[src/rtl/seg7_capture.sv]
// Seven-segment capture: debounce, decode and queue hex nibbles.
// Optional error counter built when SEG7_CAPTURE_ERRCNT_EN is defined.
module seg7_capture #(
  parameter int STABLE_CYCLES = 4,
  parameter int FIFO_DEPTH    = 4
) (
  input  logic       clk,
  input  logic       rst_n,
  input  logic       ena,
  input  logic [6:0] segments_in,
  output logic [3:0] out_data,
  output logic       out_valid,
  input  logic       out_ready,
  output logic       overflow,
  input  logic       clr,
  output logic [7:0] err_count
);

  localparam int RW = $clog2(STABLE_CYCLES + 1);
  localparam int AW = $clog2(FIFO_DEPTH);
  localparam int CW = AW + 1;

  logic [6:0]    r_sreg;
  logic [RW-1:0] r_run;
  logic [6:0]    r_last;
  logic [3:0]    r_mem [FIFO_DEPTH];
  logic [AW-1:0] r_wr;
  logic [AW-1:0] r_rd;
  logic [CW-1:0] r_count;
  logic [3:0]    r_out;
  logic          r_ovf;

  logic       w_hit;
  logic [3:0] w_nib;
  logic       w_accept;
  logic       w_blank;
  logic       w_new;
  logic       w_full;
  logic       w_pop;
  logic       w_push;

  always_comb begin
    w_hit = 1'b1;
    w_nib = 4'h0;
    case (r_sreg)
      7'h3F: w_nib = 4'h0;
      7'h06: w_nib = 4'h1;
      7'h5B: w_nib = 4'h2;
      7'h4F: w_nib = 4'h3;
      7'h66: w_nib = 4'h4;
      7'h6D: w_nib = 4'h5;
      7'h7D: w_nib = 4'h6;
      7'h07: w_nib = 4'h7;
      7'h7F: w_nib = 4'h8;
      7'h6F: w_nib = 4'h9;
      7'h77: w_nib = 4'hA;
      7'h7C: w_nib = 4'hB;
      7'h39: w_nib = 4'hC;
      7'h5E: w_nib = 4'hD;
      7'h79: w_nib = 4'hE;
      7'h71: w_nib = 4'hF;
      default: w_hit = 1'b0;
    endcase
  end

  // run saturates at STABLE_CYCLES, so this fires once per held pattern
  assign w_accept = ena && (r_run == RW'(STABLE_CYCLES - 1));
  assign w_blank  = (r_sreg == 7'h00);
  assign w_new    = w_accept && w_hit && (r_sreg != r_last);
  assign w_full   = (r_count == CW'(FIFO_DEPTH));
  assign w_pop    = out_valid && out_ready;
  assign w_push   = w_new && (!w_full || w_pop);

  always_ff @(posedge clk or negedge rst_n) begin
    if (!rst_n) begin
      r_sreg <= 7'h00;
      r_run  <= '0;
      r_last <= 7'h00;
    end else begin
      if (ena) begin
        r_sreg <= segments_in;
        if (segments_in != r_sreg) begin
          r_run <= '0;
        end else if (r_run != RW'(STABLE_CYCLES)) begin
          r_run <= r_run + RW'(1);
        end
      end
      if (clr) begin
        r_last <= 7'h00;
      end else if (w_accept) begin
        if (w_blank) begin
          r_last <= 7'h00;
        end else if (w_hit) begin
          r_last <= r_sreg;
`ifdef SEG7_CAPTURE_ERRCNT_EN
        end else begin
          r_last <= 7'h00;
`endif
        end
      end
    end
  end

  always_ff @(posedge clk or negedge rst_n) begin
    if (!rst_n) begin
      for (int i = 0; i < FIFO_DEPTH; i++) begin
        r_mem[i] <= 4'h0;
      end
    end else if (w_push && !clr) begin
      r_mem[r_wr] <= w_nib;
    end
  end

  // head register refills from the next slot on pop: no bubble
  always_ff @(posedge clk or negedge rst_n) begin
    if (!rst_n) begin
      r_wr    <= '0;
      r_rd    <= '0;
      r_count <= '0;
      r_out   <= 4'h0;
      r_ovf   <= 1'b0;
    end else if (clr) begin
      r_wr    <= '0;
      r_rd    <= '0;
      r_count <= '0;
      r_out   <= 4'h0;
      r_ovf   <= 1'b0;
    end else begin
      if (w_push) begin
        r_wr <= r_wr + AW'(1);
      end
      if (w_pop) begin
        r_rd <= r_rd + AW'(1);
      end
      if (w_push && !w_pop) begin
        r_count <= r_count + CW'(1);
      end else if (!w_push && w_pop) begin
        r_count <= r_count - CW'(1);
      end
      if (w_pop) begin
        if (r_count > CW'(1)) begin
          r_out <= r_mem[r_rd + AW'(1)];
        end else if (w_push) begin
          r_out <= w_nib;
        end
      end else if (w_push && r_count == '0) begin
        r_out <= w_nib;
      end
      if (w_new && w_full && !w_pop) begin
        r_ovf <= 1'b1;
      end
    end
  end

  assign out_data  = r_out;
  assign out_valid = (r_count != '0);
  assign overflow  = r_ovf;

`ifdef SEG7_CAPTURE_ERRCNT_EN
  logic [7:0] r_err;
  logic       w_bad;

  assign w_bad = w_accept && !w_hit && !w_blank;

  always_ff @(posedge clk or negedge rst_n) begin
    if (!rst_n) begin
      r_err <= 8'h00;
    end else if (clr) begin
      r_err <= 8'h00;
    end else if (w_bad && r_err != 8'hFF) begin
      r_err <= r_err + 8'd1;
    end
  end

  assign err_count = r_err;
`else
  assign err_count = 8'h00;
`endif

endmodule

[config.mk]
export PLATFORM = sky130hd
export DESIGN_NAME = seg7_capture
export DESIGN_NICKNAME = d
export VERILOG_FILES = /design/src/rtl/seg7_capture.sv
export SDC_FILE = /design/constraint.sdc
export NUM_CORES = 1
export LEC_CHECK = 0
export ABC_AREA = 1
export CORE_MARGIN = 4
export CORE_UTILIZATION = 30
export CTS_CLUSTER_DIAMETER = 60
export DETAILED_ROUTE_END_ITERATION = 10
export SYNTH_ARGS = -nofsm -noshare
export SYNTH_HDL_FRONTEND = slang
export SYNTH_SLANG_ARGS = --single-unit
[constraint.sdc]
create_clock -name clk -period 2.7 [get_ports clk]
set_input_delay 0.27 -clock clk [delete_from_list [all_inputs] [get_ports clk]]
set_output_delay 0.27 -clock clk [all_outputs]
set_load 0.02 [all_outputs]
Word-level counts from Yosys, hierarchy flattened
Index checks and enable logic that the tools add are counted.
W data, S select, Z words.

word-level totals
  bits in registers = 45
  output and inout bits = 14

operators by class
  add/subtract/negate cells = 5
  reduce and logical (&&, ||, !) cells = 32
  mux-type cells = 28
  $lt $le $gt $ge = 4
  bitwise operators = 2
  equal/unequal tests = 22

operator list
  kind                   count
  $eq A7 B7 Y1 const B   12
  $pmux W4 S15           1
  $mux W4                8
  $mux W7                4
  $bwmux W16             1
  $reduce_or A16 Y1      1
  $mux W3                5
  $eq A7 B3 Y1 const B   2
  $eq A7 B6 Y1 const B   2
  $ne A7 B7 Y1           2
  $logic_and A1 B1 Y1    12
  $reduce_bool A3 Y1     4
  $reduce_bool A2 Y1     5
  $bmux W4 S2            1
  $demux W4 S2           1
  $mux W2                4
  $logic_not A7 Y1       1
  $add A3 B1 Y3 const B  2
  $ge A3 B3 Y1 const B   2
  $not A2 Y3             2
  $reduce_and A2 Y1      3
  $add A2 B1 Y2 const B  2
  $logic_not A1 Y1       4
  $ne A4 B2 Y1 const B   1
  9 further kinds        11

Depth between registers and ports, before layout
  depth after elaboration = 11
  mapped depth = 15

Worst setup path after synthesis
OpenSTA, ideal clock, no wires.

  path kind = reg-to-reg
  start point = register r_count[0]
  end point = register r_count[2]
  arrival = 1.706 ns
  path slack = 0.876 ns
  setup time = 0.117 ns
  stages on the path, launching flop included = 10
  data required time = 2.583 ns
  cell sequence = dfrtp_1 inv_1 ha_1 nand2_2 nand2_2 nand3_2 nand4_1 nand3_2 nand3_1 nand2_1

on the way
  cells in the longest elaborated chain, start to end = 7
  elaborated cells between the ends (all ways) = 16

RTL lines
  item                                                     line      source
  start, declared                                          29        logic [CW-1:0] r_count;
  start signal, assigned                                   136       r_count <= r_count + CW'(1);
  start signal, assigned                                   138       r_count <= r_count - CW'(1);
  $reduce_bool A3 Y1 *                                     156       assign out_valid = (r_count != '0);
  net out_valid                                            12        output logic out_valid,
  $logic_and A1 B1 Y1 *                                    71        assign w_pop = out_valid && out_ready;
  $logic_or A1 B1 Y1                                       72        assign w_push = w_new && (!w_full || w_pop);
  $logic_and A1 B1 Y1                                      72
  $logic_and A1 B1 Y1 or $logic_not A1 Y1 (tied branches)  135, 137
  $mux W3 or $logic_and A1 B1 Y1 (tied branches)           135, 137
  $mux W3 or $reduce_bool A3 Y1 (tied branches)            -

The timed path passes the listed nets; every way through them passes the cells marked *. The select of a mux whose other input is x is not followed.
A chain may end at the register's enable or synchronous reset.

Worst setup path after layout
  start point = register r_count[0]
  end point = output out_valid

on the way
  cells in the longest elaborated chain, start to end = 1

RTL lines
  item                line
  $reduce_bool A3 Y1  156
  end, declared       12

No other way between the ends.

==> results.ini <==
[setup_path]
path_max_fanout = 5
crit_path_start_kind = flip-flop
cp_data_arrival_time_ns = 1.77
cp.required_ns = 2.43
end_kind = output port
setup.worst_path.class = flip-flop to output port
crit_path_top_delay_cell = clkdlybuf4s50_1
max_stage_delay_ns = 0.61
crit_chain = inv_1 > ha_1 > nand2_2 > clkdlybuf4s50_1

[synthesis]
yosysTopAreaCell = dfrtp_1
synth_cell_types = 43
netlist_area_um2 = 2970
ys.flop_type = dfrtp_1
synth-edff-count = 0
synth.most_common_cell = nand2_1
ys_top_cells_by_area = dfrtp_1 (38%), nand2_1 (14%), ha_1 (4.6%)
synth-seq-area-share_pct = 37.9
syn_area_per_cell_um2 = 8.19
synth-seq-cells = 45
ys_async_sr_fraction_pct = 100
synth_common_cells = nand2_1 (107), dfrtp_1 (45), inv_1 (27), nor2_1 (22), o21ai_0 (21)
synth_warnings = 0
synth_top_area_share_pct = 37.9
syn_inst = 363

[route]
drt-vias-per-instance = 4.52
firstDrtPassIters = 4
routed_wirelength_mm = 6.25
drc = 0
drt_iter0_markers = 87
ant_nets = 0
via_count = 2316
drt-wirelength-per-cell_um = 12.2

[global_routing]
grt_max_degree = 46
grt_pass1_vias = 2303
antenna_found_initial = 0
overflow = 0
grt_pass1_wl_mm = 10.8
grt.total_usage_pct = 11.6

[floorplan]
core_um2 = 9730
dieArea_um2 = 11600
pin_count = 26
die_w_um = 108
die_h_um = 108
start_util_pct = 30.5
rows = 36

[power]
vdd.ir_drop.worst_v = 0.000261
switching_share_pct = 33.8
comb_power_share_pct = 29.1
power-per-cell-area_nw_per_um2 = 590
p_int_w = 0.00130
pwr-share-clk_pct = 30.7
switching_power_w = 0.000663
pwr-share-seq_pct = 40.2
leakagePower_nw = 1.58

[clock_tree]
htree_levels = 2
post-cts-setup-buffers = 0
clk_latency_ns = 0.30
cts_hold_buf = 0
cts_tree = done
path_clk_slew_ns = 0.09
cts_buffers = 5
cts_buffer_depth = 2
ctsResizeCount = 0
root_buffer = clkbuf_8
clkSinkCount = 45

[sta]
fmax_mhz = 490
rsz0062_at_grt = false
finalClockSkew_ns = 0.00613
slew_headroom_pct = 32.5
fin_ws_ns = 0.659
finalSetupViolCount = 0
tightest_slew_ns = 1.01
period_needed_ns = 2.04
slew_violations = 0
fin_crit_sh_pct = 75.6
tns_ns = 0
hold_viol = 0

[run]
max_cap_violations = 0

[placed_design]
pre_cts_slack_ns = 0.640
hpwlAfterDp_mm = 4.78
place_congestion = 0.842
portBuffers = 17

[outcome]
status = finished clean

[final_layout]
multi_input_area_um2 = 1580
regArea_um2 = 1130
antenna_cells = 0
fillers = 1033
layout-area-overhead-vs-synth_pct = 12.0
nNetsFinal = 401
drive_above_1_share_pct = 13.5

[hold_path]
worstHoldPathType = primary input to async pin

## worst paths after layout
kind | from | to | slack [ns] | cells past startpoint
setup / recovery | r_count[0] | out_valid | 0.66 | 4
hold / removal | rst_n | r_mem[14] | 0.14 | 1
setup reg to reg | r_count[0] | r_count[0] | 0.71 | 10
hold reg to reg | out_data[2] | out_data[2] | 0.48 | 2
max in group asynchronous | rst_n | r_count[0] | 1.94 | 1
min in group clk | out_data[2] | out_data[2] | 0.48 | 2
## state kept, by name, summed over array words and instances, names as in the netlist
name / flops
r_wr: 2
r_rd: 2
r_run: 3
r_last: 7
out_data: 4
r_mem: 16
r_sreg: 7
r_count: 3
overflow: 1
## through the flow
stage                     util [%]  power, W  area [um2]  hold WS, ns  cells
after floorplan                  -   0.00123        3000      -0.0256    370
after global placement        32.8   0.00137        3190        0.465    504
after detailed placement      32.8   0.00138        3190        0.466    504
after CTS                     34.2   0.00198        3330        0.183    512
after global routing          34.2   0.00209        3330        0.223    512
final                         34.2   0.00196        3330        0.143    512
## layer usage
layer | vias to the layer above | part of all wire, % | GRT usage, %
li1 | 1184 | - | -
met1 | 1076 | 48 | 15.9
met2 | 45 | 46 | 18.5
met3 | 11 | 4.2 | 2.22
met4 | 0 | 1.4 | 3.34
met5 | - | 0 | 0
## cell families after synthesis
kind of cell	synth area share, %
DFF	37.9
xor gates and xnor gates	3.83
AOI/OAI and AO/OA	10.1
buffers and inverters	9.81
adders and majority gates	4.63
and+or+nand+nor	33.6
other	0.126
## power by group through the flow
stage / sequential (W) / clock [W] / combinational, W
6_report: 0.000789 / 0.000603 / 0.000571
4_1_cts: 0.000789 / 0.000616 / 0.000576
3_5_place_dp: 0.000803 / 0 / 0.000574
2_1_floorplan: 0.000784 / 0 / 0.000446
3_3_place_gp: 0.000801 / 0 / 0.000567
5_1_grt: 0.000798 / 0.000652 / 0.000641
## critical path: cells and delay by family (launching register included)
family        cells  cell delay [ns]
fa+ha+maj         1             0.24
simple gates      1             0.11
flops             1             0.41
buf+inv           2             0.71
## area by class of cell
| cell class | count | share of cell area, % |
|---|---|---|
| clock buffers | 5 | 2.07 |
| clock inverters | 3 | 1.96 |
| inverters | 34 | 4.21 |
| multi-input cells | 273 | 47.5 |
| flip-flops and latches | 45 | 33.8 |
| well taps | 133 | 5.00 |
| repair buffers | 19 | 5.42 |
## cell usage in the layout, fill, tap and decap left out, types with 2 or more instances in the layout
master           Yosys  final
nand3_1             20     20
a211oi_1             2      2
nand3_2              5      5
nand2_4              7      7
nand2_2              5      5
o21ai_1             14     14
and2_1               2      2
clkbuf_8             0      5
nand4_4              3      3
buf_4                8      2
xor2_1               6      6
nor2_1              22     22
bufinv_16            0      2
inv_2                3      3
nor2_4               5      5
inv_6                2      2
nor3_1               3      3
o221ai_1             2      2
inv_1               27     27
conb_1               1      8
xnor2_1              7      7
o22ai_1              4      4
nand2_1            107    107
o21ai_0             21     21
dfrtp_1             45     45
clkdlybuf4s50_1      0     16
ha_1                11     11
nor2_2               4      4
nand4_1              3      3
Note: power is estimated with default switching activity, not from simulation.
